[config.mk]
export PLATFORM = sky130hd
export DESIGN_NAME = interp_block_sequencer
export DESIGN_NICKNAME = d
export VERILOG_FILES = /design/src/rtl/interp_block_sequencer.sv
export SDC_FILE = /design/constraint.sdc
export NUM_CORES = 1
export LEC_CHECK = 0
export BUFFER_PORTS_ARGS = -buffer_cell sky130_fd_sc_hd__clkbuf_2
export CAP_MARGIN = 20
export CORE_UTILIZATION = 35
export DETAILED_ROUTE_END_ITERATION = 6
export PLACE_DENSITY_LB_ADDON = 0.3
export SLEW_MARGIN = 30
export SYNTH_ARGS = -nofsm -noshare
export SYNTH_HDL_FRONTEND = slang
export SYNTH_SLANG_ARGS = --single-unit
[constraint.sdc]
create_clock -name clock -period 1.65 [get_ports clock]
set_clock_uncertainty 0.1 [all_clocks]
set_input_delay 0.165 -clock clock [delete_from_list [all_inputs] [get_ports clock]]
set_output_delay 0.165 -clock clock [all_outputs]
set_load 0.1 [all_outputs]
[src/rtl/interp_block_sequencer.sv]
// -----------------------------------------------------------------------------
// interp_block_sequencer
//
// Control sequencer for one 8x8 sub-pixel interpolation block. It primes the
// input shift register with ROWS_IN rows from the upstream row source, then
// steps WORDS_OUT filter result words into the output filler. It then holds
// the finished block until downstream acknowledges it.
//
// Optional feature macro: INTERP_SEQ_PERF_CNT_EN
//   When defined, two 32-bit saturating performance counters are added:
//   perf_busy_cyc (cycles not in IDLE) and perf_stall_cyc (FILL/EMIT cycles
//   with the relevant valid low). Both are cleared only by reset.
//
// Ports:
//   clock        single clock, all state updates on posedge
//   reset        asynchronous, active-high reset
//   start        begin a block (sampled only in IDLE)
//   busy         high in every state except IDLE
//   row_req      high in FILL (requesting input rows)
//   row_valid    upstream row present this cycle
//   in_load_L    active-low load strobe to the input shift register
//   filt_valid   filter result word valid this cycle
//   out_load_L   active-low load strobe to the output filler
//   sel          index of the current output word (0..WORDS_OUT-1)
//   dp_reset_L   active-low datapath clear (low in reset and in CLEAR)
//   blk_valid    completed block held in the output filler
//   blk_ready    downstream has consumed the block
//   perf_busy_cyc / perf_stall_cyc  (only with INTERP_SEQ_PERF_CNT_EN)
// -----------------------------------------------------------------------------
module interp_block_sequencer #(
  parameter int unsigned ROWS_IN   = 15,
  parameter int unsigned WORDS_OUT = 40
) (
  input  logic        clock,
  input  logic        reset,
  input  logic        start,
  output logic        busy,
  output logic        row_req,
  input  logic        row_valid,
  output logic        in_load_L,
  input  logic        filt_valid,
  output logic        out_load_L,
  output logic [7:0]  sel,
  output logic        dp_reset_L,
  output logic        blk_valid,
  input  logic        blk_ready
`ifdef INTERP_SEQ_PERF_CNT_EN
  ,
  output logic [31:0] perf_busy_cyc,
  output logic [31:0] perf_stall_cyc
`endif
);

  localparam logic [3:0] ROW_LAST  = 4'(ROWS_IN - 1);
  localparam logic [7:0] WORD_LAST = 8'(WORDS_OUT - 1);

  typedef enum logic [2:0] {
    S_IDLE  = 3'd0,
    S_CLEAR = 3'd1,
    S_FILL  = 3'd2,
    S_EMIT  = 3'd3,
    S_HOLD  = 3'd4
  } state_e;

  state_e     state_q, state_d;
  logic [3:0] row_cnt_q, row_cnt_d;
  logic [7:0] word_cnt_q, word_cnt_d;

  logic row_acc;
  logic word_acc;

  // A valid only counts in the state that consumes it; a stray strobe in any
  // other state neither loads the datapath nor moves a counter.
  assign row_acc  = (state_q == S_FILL) && row_valid;
  assign word_acc = (state_q == S_EMIT) && filt_valid;

  // ---------------------------------------------------------------------------
  // Next-state and counter logic
  // ---------------------------------------------------------------------------
  always_comb begin
    state_d    = state_q;
    row_cnt_d  = row_cnt_q;
    word_cnt_d = word_cnt_q;

    case (state_q)
      S_IDLE: begin
        if (start) begin
          state_d    = S_CLEAR;
          // Clearing on entry as well makes sel read 0 throughout CLEAR.
          row_cnt_d  = '0;
          word_cnt_d = '0;
        end
      end

      S_CLEAR: begin
        row_cnt_d  = '0;
        word_cnt_d = '0;
        state_d    = S_FILL;
      end

      S_FILL: begin
        if (row_acc) begin
          if (row_cnt_q == ROW_LAST) begin
            state_d = S_EMIT;
          end else begin
            row_cnt_d = row_cnt_q + 4'd1;
          end
        end
      end

      S_EMIT: begin
        if (word_acc) begin
          // The final word does not advance the counter, so sel parks at
          // WORDS_OUT-1 for the whole of HOLD.
          if (word_cnt_q == WORD_LAST) begin
            state_d = S_HOLD;
          end else begin
            word_cnt_d = word_cnt_q + 8'd1;
          end
        end
      end

      S_HOLD: begin
        // start in the same cycle is deliberately not captured here.
        if (blk_ready) begin
          state_d = S_IDLE;
        end
      end

      default: begin
        state_d = S_IDLE;
      end
    endcase
  end

  always_ff @(posedge clock or posedge reset) begin
    if (reset) begin
      state_q    <= S_IDLE;
      row_cnt_q  <= '0;
      word_cnt_q <= '0;
    end else begin
      state_q    <= state_d;
      row_cnt_q  <= row_cnt_d;
      word_cnt_q <= word_cnt_d;
    end
  end

  // ---------------------------------------------------------------------------
  // Outputs
  // ---------------------------------------------------------------------------
  always_comb begin
    busy       = (state_q != S_IDLE);
    row_req    = (state_q == S_FILL);
    blk_valid  = (state_q == S_HOLD);
    in_load_L  = ~row_acc;
    out_load_L = ~word_acc;
    // Reset is folded in combinationally so the datapath is held clear for
    // the full duration of an asynchronous reset.
    dp_reset_L = ~(reset | (state_q == S_CLEAR));
    sel        = word_cnt_q;
  end

`ifdef INTERP_SEQ_PERF_CNT_EN
  // ---------------------------------------------------------------------------
  // Performance counters (saturating)
  // ---------------------------------------------------------------------------
  logic [31:0] busy_cyc_q, busy_cyc_d;
  logic [31:0] stall_cyc_q, stall_cyc_d;
  logic        stall_now;

  assign stall_now = ((state_q == S_FILL) && !row_valid) ||
                     ((state_q == S_EMIT) && !filt_valid);

  always_comb begin
    busy_cyc_d  = busy_cyc_q;
    stall_cyc_d = stall_cyc_q;
    if ((state_q != S_IDLE) && (busy_cyc_q != '1)) begin
      busy_cyc_d = busy_cyc_q + 32'd1;
    end
    if (stall_now && (stall_cyc_q != '1)) begin
      stall_cyc_d = stall_cyc_q + 32'd1;
    end
  end

  always_ff @(posedge clock or posedge reset) begin
    if (reset) begin
      busy_cyc_q  <= '0;
      stall_cyc_q <= '0;
    end else begin
      busy_cyc_q  <= busy_cyc_d;
      stall_cyc_q <= stall_cyc_d;
    end
  end

  assign perf_busy_cyc  = busy_cyc_q;
  assign perf_stall_cyc = stall_cyc_q;
`endif

endmodule

==> impl_metrics.prom, run 1 <==
# TYPE chip_impl_metric gauge
chip_impl_info{name="outcome",value="finished, violations left"} 1
chip_impl_info{name="violations",value="setup timing"} 1
chip_impl_metric{name="clkPwrFrac",unit="%"} 7.2
chip_impl_metric{name="synth.avg_cell_area",unit="sq um"} 9.14
chip_impl_metric{name="finalSetupViolations",unit=""} 5
chip_impl_metric{name="synth_top_area_share",unit="%"} 41.9
chip_impl_info{name="cts.root.buffer_cell",value="clkbuf_4"} 1
chip_impl_info{name="setup.worst_path.class",value="flop to flop"} 1
chip_impl_metric{name="drc_errors",unit=""} 0
chip_impl_metric{name="period_minus_slack",unit="ns"} 1.71
chip_impl_metric{name="routed_wirelength_normalized_by_instance_count",unit="um"} 14.1
chip_impl_metric{name="power_switching",unit="mW"} 1.61
chip_impl_metric{name="filler_cell_count",unit=""} 182
chip_impl_metric{name="numCtsBuffers",unit=""} 3
chip_impl_info{name="synth.largest_area_cell",value="dfrtp_1"} 1
chip_impl_metric{name="setup_ws",unit="ns"} -0.0580
chip_impl_metric{name="floorplan.die.width",unit="um"} 52.6
chip_impl_metric{name="fin_total_pwr",unit="mW"} 2.95
chip_impl_info{name="synth_top_family_by_area",value="simple AND/OR/NAND/NOR gates"} 1
chip_impl_metric{name="yosys_warnings",unit=""} 0
chip_impl_metric{name="yosys-mux-area-fraction",unit="%"} 2.37
chip_impl_metric{name="total_number_of_nets_in_the_final_design",unit=""} 152
chip_impl_metric{name="worst_hold_path.num_cells",unit=""} 3
chip_impl_metric{name="floorplan.core_area",unit="sq um"} 2320
chip_impl_info{name="worstPathCellList",value="ha_4, and4bb_2, buf_6, nand3_4, a31oi_4, a211o_1"} 1
chip_impl_info{name="layout.cells.most_common_list",value="18 x buf_4, 13 x clkbuf_2, 9 x nand2_1, 7 x nand3_1"} 1
chip_impl_metric{name="gpl.final_weighted_congestion",unit=""} 0.887
chip_impl_metric{name="slew_headroom",unit="%"} 60.8
chip_impl_metric{name="yosys.area_share.simple",unit="%"} 26.4
chip_impl_metric{name="cts.path.max_buffers",unit=""} 2
chip_impl_info{name="worst_r2r_startpoint",value="sel[0]$_DFFE_PP0P_"} 1
chip_impl_info{name="synth_top_cells_by_area",value="dfrtp_1 42%, nand3_1 4.5%, ha_1 4.2%"} 1
chip_impl_metric{name="cap_violations",unit=""} 0
chip_impl_metric{name="power.density_cell_area",unit="nW/um^2"} 2000
chip_impl_metric{name="synth_nets",unit=""} 107
chip_impl_metric{name="grt.overflow.total",unit=""} 0
chip_impl_metric{name="share_seq_of_total_power",unit="%"} 23.7
chip_impl_metric{name="synth-seq-cells",unit=""} 15
chip_impl_metric{name="clock.fmax",unit="GHz"} 0.585
chip_impl_info{name="yosys_most_used_dff",value="dfrtp_1"} 1
chip_impl_metric{name="synth-async-reset-ratio",unit="%"} 100
chip_impl_metric{name="ir_worst_vdd",unit="V"} 0.00123
chip_impl_metric{name="first_pass_iters",unit=""} 4
chip_impl_info{name="path_category_of_the_worst_min_delay_check",value="input port to flop"} 1
chip_impl_metric{name="synthesis.instances",unit=""} 98
chip_impl_metric{name="arrival",unit="ns"} 1.78
chip_impl_metric{name="synth-xor-area-share",unit="%"} 0
chip_impl_info{name="crit_path_start_kind",value="flop"} 1
chip_impl_metric{name="reg2reg_depth",unit=""} 6
chip_impl_metric{name="placed_cells_incl_taps",unit=""} 152
chip_impl_metric{name="post_route_cells_drive_above_1_share",unit="%"} 52.1
chip_impl_info{name="worst_hold_path.endpoint",value="state_q[0]$_DFFE_PP0P_"} 1
chip_impl_metric{name="rrSetupSlack",unit="ns"} -0.06
chip_impl_metric{name="clock_tree.htree_level_count",unit=""} 1
chip_impl_metric{name="die_h",unit="um"} 52.6
chip_impl_metric{name="vias_per_cell",unit=""} 5.39
chip_impl_metric{name="grt_antenna_before_repair",unit=""} 0
chip_impl_metric{name="routed-via-count",unit=""} 917
chip_impl_metric{name="initial_core_util",unit="%"} 38.6
chip_impl_metric{name="grt_max_degree",unit=""} 16
chip_impl_metric{name="post_synth_num_cell_types",unit=""} 34
chip_impl_metric{name="io_count",unit=""} 20
chip_impl_metric{name="dpl.hpwl",unit="mm"} 1.68
chip_impl_info{name="worstHoldStart",value="start"} 1
chip_impl_metric{name="cp_slowest_stage_delay",unit="ns"} 0.50
chip_impl_metric{name="clock_slew_at_the_register_clock_pins_of_the_worst_setup_and_hold_paths",unit="ns"} 0.08
chip_impl_metric{name="layout.cells.non_filler",unit=""} 170
chip_impl_metric{name="report.final.slew_viol_count",unit=""} 0
chip_impl_metric{name="layout.core_utilization",unit="%"} 63.6
chip_impl_info{name="reg2reg_to",value="sel[2]$_DFFE_PP0P_"} 1
chip_impl_metric{name="ys_seq_area_share",unit="%"} 41.9
chip_impl_metric{name="p_leak",unit="nW"} 0.678
chip_impl_metric{name="clock-sinks",unit=""} 15
chip_impl_metric{name="globalRouteTotalUtil",unit="%"} 18.9
chip_impl_metric{name="worstPathMaxFanout",unit=""} 5
chip_impl_metric{name="tns",unit="ns"} -0.243
chip_impl_metric{name="number_of_flops_mapped_to_enable_cells_by_yosys",unit=""} 0
chip_impl_info{name="critPathSlowestCell",value="dfrtp_4"} 1
chip_impl_info{name="tritoncts",value="built"} 1
chip_impl_metric{name="worstPathRequired",unit="ns"} 1.73
chip_impl_metric{name="clk-insertion-delay-late",unit="ns"} 0.29
chip_impl_metric{name="die_outline_area",unit="sq um"} 2770
chip_impl_metric{name="post_synthesis_compound_gate_area_fraction",unit="%"} 19.1
chip_impl_metric{name="detail_route.wirelength",unit="mm"} 2.39
chip_impl_metric{name="ant_nets",unit=""} 0
chip_impl_metric{name="swShare",unit="%"} 54.5
chip_impl_metric{name="flow.area_growth_from_synthesis",unit="%"} 64.7
chip_impl_info{name="critical_path.endpoint_type",value="flop"} 1
chip_impl_metric{name="grt_pass1_wl",unit="mm"} 3.68
chip_impl_metric{name="measured_slew_at_the_worst_slew_check_pin",unit="ns"} 0.587
chip_impl_metric{name="grt_pass1_vias",unit=""} 804
chip_impl_metric{name="synth-adder-area-share",unit="%"} 4.19
chip_impl_metric{name="cellInternalPower",unit="mW"} 1.34
chip_impl_metric{name="drt_iter0_markers",unit=""} 15
chip_impl_metric{name="timing.final.hold_violations",unit=""} 0
chip_impl_metric{name="portBuffers",unit=""} 19
chip_impl_metric{name="num_antenna_cells",unit=""} 0
chip_impl_info{name="rsz0062_at_grt",value="true"} 1
chip_impl_metric{name="row_count",unit=""} 17
chip_impl_info{name="mostFrequentLayoutCell",value="buf_4"} 1
chip_impl_metric{name="synthesis.area",unit="sq um"} 896
chip_impl_metric{name="fin_crit_sh",unit="%"} 104
chip_impl_metric{name="power.share.combinational",unit="%"} 69.1
==> worst max-delay path by stage <==
stage	from	endpoint	slack, ns	cells after the start
2_1_floorplan	state_q[2]$_DFFE_PP0P_	row_cnt_q[1]$_DFFE_PP0P_	-0.22	4
3_3_place_gp	sel[1]$_DFFE_PP0P_	sel[7]$_DFFE_PP0P_	-0.02	5
3_5_place_dp	sel[1]$_DFFE_PP0P_	sel[7]$_DFFE_PP0P_	-0.05	5
4_1_cts	state_q[0]$_DFFE_PP0P_	out_load_L	-0.06	5
5_1_grt	state_q[1]$_DFFE_PP0P_	out_load_L	-0.11	5
6_report	sel[0]$_DFFE_PP0P_	sel[2]$_DFFE_PP0P_	-0.06	6
==> layer usage <==
| layer | track usage, % | vias up | wire (um) |
|---|---|---|---|
| met2 | 31.2 | 21 | 1240 |
| met5 | 0 | - | 0 |
| li1 | - | 449 | - |
| met1 | 22.9 | 441 | 1030 |
| met3 | 6.09 | 6 | 85 |
| met4 | 6.58 | 0 | 30 |
==> power groups by stage <==
stage | combinational, mW | clock [mW] | sequential [mW]
after floorplan | 0.783 | 0 | 1.27
after global placement | 1.80 | 0 | 0.697
after detailed placement | 1.82 | 0 | 0.702
after CTS | 1.94 | 0.220 | 0.696
after global routing | 2.14 | 0.236 | 0.714
final | 2.04 | 0.213 | 0.698
==> cell usage after synthesis, types with 2 or more instances <==
library cell / instances
dfrtp_1: 15
nand2_1: 10
nand3_1: 8
inv_1: 7
nor2_1: 7
a21o_1: 4
a31oi_1: 4
and3_1: 4
nor3_1: 4
ha_1: 3
nor3b_1: 3
o21ai_0: 3
a211o_1: 2
a21oi_1: 2
buf_2: 2
o21a_1: 2
==> timing repair <==
action / CTS / global route
gates resized for setup: 8 / 6
endpoints found under the setup margin: 6 / 14
hold buffers: 2 / 0
hold endpoints to repair: 16 / 0
setup buffers: 7 / 5
pin swaps: 2 / 4
==> per-stage QoR <==
stage               instance area [sq um]  hold WS (ns)  setup slack [ns]
detailed placement                   1290         0.185           -0.0517
floorplan                            1020       -0.0338            -0.216
global placement                     1290         0.187           -0.0237
global route                         1480        0.0349            -0.107
finish                               1480        0.0254           -0.0580
CTS                                  1410        0.0144           -0.0621
==> final cells by class <==
class | count | area [sq um] | area share, %
well taps | 28 | 35.0 | 2.37
repair buffers | 43 | 385 | 26.1
multi-input cells | 72 | 598 | 40.5
clock buffers | 4 | 26.3 | 1.78
flip-flops and latches | 15 | 394 | 26.7
inverters | 8 | 36.3 | 2.46
==> critical path: cells and delay by family, from the launching register on <==
| family | cells | cell delay [ns] |
|---|---|---|
| flops | 1 | 0.50 |
| buf+inv | 1 | 0.12 |
| compound gates | 2 | 0.39 |
| simple gates | 2 | 0.32 |
| fa+ha+maj | 1 | 0.17 |
==> state kept, by name, indices dropped and copies added (netlist names) <==
name       cells
sel            8
state_q        3
row_cnt_q      4
==> kinds of logic after synthesis <==
group | Yosys count
simple gates | 43
compound gates | 24
flops | 15
buf+inv | 11
fa+ha+maj | 3
mux | 2
Note: power is estimated with default switching activity, not from simulation.
==> inputs of run 2 (changes only) <==
- RECOVER_POWER: default -> 50
==> run 2 against run 1 <==
The run still ends with setup timing left. Routed wire length barely moved. Total power about the same. Clock power hardly changed. Via count up 0.44%. Utilization is 0.054 points lower. Sequential power barely moved. Register-to-register slack hardly changed. Worst setup slack is essentially flat. Sequential share of layout area hardly changed. Critical path type unchanged.
==> impl_metrics.prom, run 2 (synthesis gave the netlist of run 1 again) <==
# TYPE chip_impl_metric gauge
chip_impl_info{name="outcome",value="finished, violations left"} 1
chip_impl_info{name="crit_path_start_kind",value="flop"} 1
chip_impl_metric{name="first_pass_iters",unit=""} 4
chip_impl_metric{name="detail_route.wirelength",unit="mm"} 2.39
chip_impl_metric{name="row_count",unit=""} 17
chip_impl_metric{name="cap_violations",unit=""} 0
chip_impl_metric{name="routed_wirelength_normalized_by_instance_count",unit="um"} 14.1
chip_impl_metric{name="drc_errors",unit=""} 0
chip_impl_metric{name="initial_core_util",unit="%"} 38.6
chip_impl_metric{name="placed_cells_incl_taps",unit=""} 152
chip_impl_metric{name="clock_tree.htree_level_count",unit=""} 1
chip_impl_metric{name="finalSetupViolations",unit=""} 5
chip_impl_metric{name="layout.cells.non_filler",unit=""} 170
chip_impl_info{name="violations",value="setup timing"} 1
chip_impl_info{name="critical_path.endpoint_type",value="flop"} 1
chip_impl_metric{name="drt_iter0_markers",unit=""} 15
chip_impl_metric{name="worstPathMaxFanout",unit=""} 5
chip_impl_metric{name="post_route_cells_drive_above_1_share",unit="%"} 51.4
chip_impl_metric{name="cts.path.max_buffers",unit=""} 2
chip_impl_info{name="path_category_of_the_worst_min_delay_check",value="input port to flop"} 1
chip_impl_metric{name="met2_demand_to_capacity_share_in_global_routing",unit="%"} 31.2
chip_impl_metric{name="vias_per_cell",unit=""} 5.42
chip_impl_metric{name="timing.hold.ws",unit="ns"} 0.0254
chip_impl_metric{name="routed-via-count",unit=""} 921
chip_impl_metric{name="gr-usage-met1",unit="%"} 22.9
chip_impl_metric{name="num_antenna_cells",unit=""} 0
chip_impl_metric{name="grt_pass1_vias",unit=""} 804
chip_impl_metric{name="ant_nets",unit=""} 0
chip_impl_metric{name="slew_headroom",unit="%"} 60.7
chip_impl_info{name="worstPathCellList",value="ha_4, and4bb_2, buf_6, nand3_4, a31oi_4, a211o_1"} 1
chip_impl_metric{name="cp_slowest_stage_delay",unit="ns"} 0.50
chip_impl_metric{name="timing.final.hold_violations",unit=""} 0
chip_impl_metric{name="grt.overflow.total",unit=""} 0
chip_impl_info{name="mostFrequentLayoutCell",value="buf_4"} 1
chip_impl_metric{name="clock-sinks",unit=""} 15
chip_impl_metric{name="grt_antenna_before_repair",unit=""} 0
chip_impl_metric{name="globalRouteTotalUtil",unit="%"} 18.9
chip_impl_metric{name="dpl.hpwl",unit="mm"} 1.68
chip_impl_metric{name="grt.met3_usage",unit="%"} 6.09
chip_impl_metric{name="floorplan.die.width",unit="um"} 52.6
chip_impl_metric{name="grt_max_degree",unit=""} 16
chip_impl_metric{name="gpl.final_weighted_congestion",unit=""} 0.887
chip_impl_metric{name="grt_pass1_wl",unit="mm"} 3.68
chip_impl_metric{name="clk-insertion-delay-late",unit="ns"} 0.29
chip_impl_info{name="cts.root.buffer_cell",value="clkbuf_4"} 1
chip_impl_metric{name="fin_crit_sh",unit="%"} 104
chip_impl_metric{name="io_count",unit=""} 20
chip_impl_metric{name="fin_total_pwr",unit="mW"} 2.95
chip_impl_metric{name="clock_slew_at_the_register_clock_pins_of_the_worst_setup_and_hold_paths",unit="ns"} 0.08
chip_impl_info{name="grt.busiest_layer",value="met2"} 1
chip_impl_metric{name="worstPathRequired",unit="ns"} 1.73
chip_impl_metric{name="flow.area_growth_from_synthesis",unit="%"} 64.5
chip_impl_info{name="critPathSlowestCell",value="dfrtp_4"} 1
chip_impl_metric{name="report.final.slew_viol_count",unit=""} 0
chip_impl_metric{name="numCtsBuffers",unit=""} 3
chip_impl_metric{name="die_outline_area",unit="sq um"} 2770
chip_impl_metric{name="setup_ws",unit="ns"} -0.0579
chip_impl_metric{name="stdcell_area",unit="sq um"} 1470
chip_impl_metric{name="measured_slew_at_the_worst_slew_check_pin",unit="ns"} 0.589
chip_impl_metric{name="clock.fmax",unit="GHz"} 0.586
chip_impl_metric{name="portBuffers",unit=""} 19
chip_impl_metric{name="largest_register_ff_count",unit=""} 8
chip_impl_metric{name="ir_worst_vdd",unit="V"} 0.00123
chip_impl_metric{name="floorplan.core_area",unit="sq um"} 2320
chip_impl_metric{name="die_h",unit="um"} 52.6
chip_impl_metric{name="tns",unit="ns"} -0.243
chip_impl_metric{name="p_leak",unit="nW"} 0.675
chip_impl_info{name="setup.worst_path.class",value="flop to flop"} 1
chip_impl_info{name="layout.cells.most_common_list",value="18 x buf_4, 12 x clkbuf_2, 9 x nand2_1, 7 x nand3_1"} 1
chip_impl_metric{name="power.density_cell_area",unit="nW/um^2"} 2000
chip_impl_metric{name="total_number_of_nets_in_the_final_design",unit=""} 152
chip_impl_metric{name="period_minus_slack",unit="ns"} 1.71
chip_impl_info{name="rsz0062_at_grt",value="true"} 1
chip_impl_info{name="tritoncts",value="built"} 1
chip_impl_metric{name="arrival",unit="ns"} 1.78
chip_impl_metric{name="place_area",unit="sq um"} 1290
-- run 2: changes by cell type in the layout (fill, tap and decap cells not counted) --
cell,previous run,this run
clkbuf_1,1,2
clkbuf_2,13,12
-- run 2: path summary, 6_finish.rpt --
path                                          from  cells past startpoint                  endpoint  slack (ns)
worst max-delay path            sel[0]$_DFFE_PP0P_                      6        sel[2]$_DFFE_PP0P_       -0.06
worst min-delay path                         start                      3    state_q[0]$_DFFE_PP0P_        0.03
worst max register to register  sel[0]$_DFFE_PP0P_                      6        sel[2]$_DFFE_PP0P_       -0.06
worst min register to register  sel[7]$_DFFE_PP0P_                      1        sel[7]$_DFFE_PP0P_        0.40
max in group asynchronous                    reset                      3        sel[1]$_DFFE_PP0P_        0.60
min in group asynchronous                    reset                      3  row_cnt_q[2]$_DFFE_PP0P_        0.41
-- run 2: worst max-delay path: cells and delay by family, from the launching register on --
kind | cells | cell delay, ns
adder cells (fa/ha/maj) | 1 | 0.17
buffers and inverters | 1 | 0.12
AND/OR/NAND/NOR | 2 | 0.32
AO/OA/AOI/OAI | 2 | 0.39
flip-flops | 1 | 0.50
-- run 2: final cells by class --
type	count	area, sq um
Sequential cell	15	394
Tap cell	28	35.0
Multi-Input combinational cell	72	598
Inverter	8	36.3
Timing Repair Buffer	43	384
Clock buffer	4	26.3
Fill cell	183	845
-- run 2: layer usage --
layer  routed length (um)  up-vias  part of all wire [%]
li1                     -      450                     -
met1                 1030      446                    43
met2                 1250       19                    52
met3                   83        6                   3.5
met4                   30        0                   1.3
met5                    0        -                     0
-- run 2: power breakdown --
part	total, mW	internal [mW]	switching [mW]
combinational	2.03	0.706	1.33
clock	0.213	0.0941	0.119
sequential	0.698	0.539	0.159
total	2.95	1.34	1.61
-- run 2: metrics by stage --
step                setup WS (ns)  util (%)
floorplan                  -0.216         -
global placement          -0.0237      55.7
detailed placement        -0.0517      55.7
CTS                       -0.0621      60.7
global route               -0.107      63.6
finish                    -0.0579      63.6
-- run 2: repair_timing --
action	in CTS	in global routing
setup endpoints to repair	6	14
buffers inserted	7	5
pin swaps	2	4
hold buffers	2	0
gates resized for setup	8	6
endpoints found under the hold margin	16	0
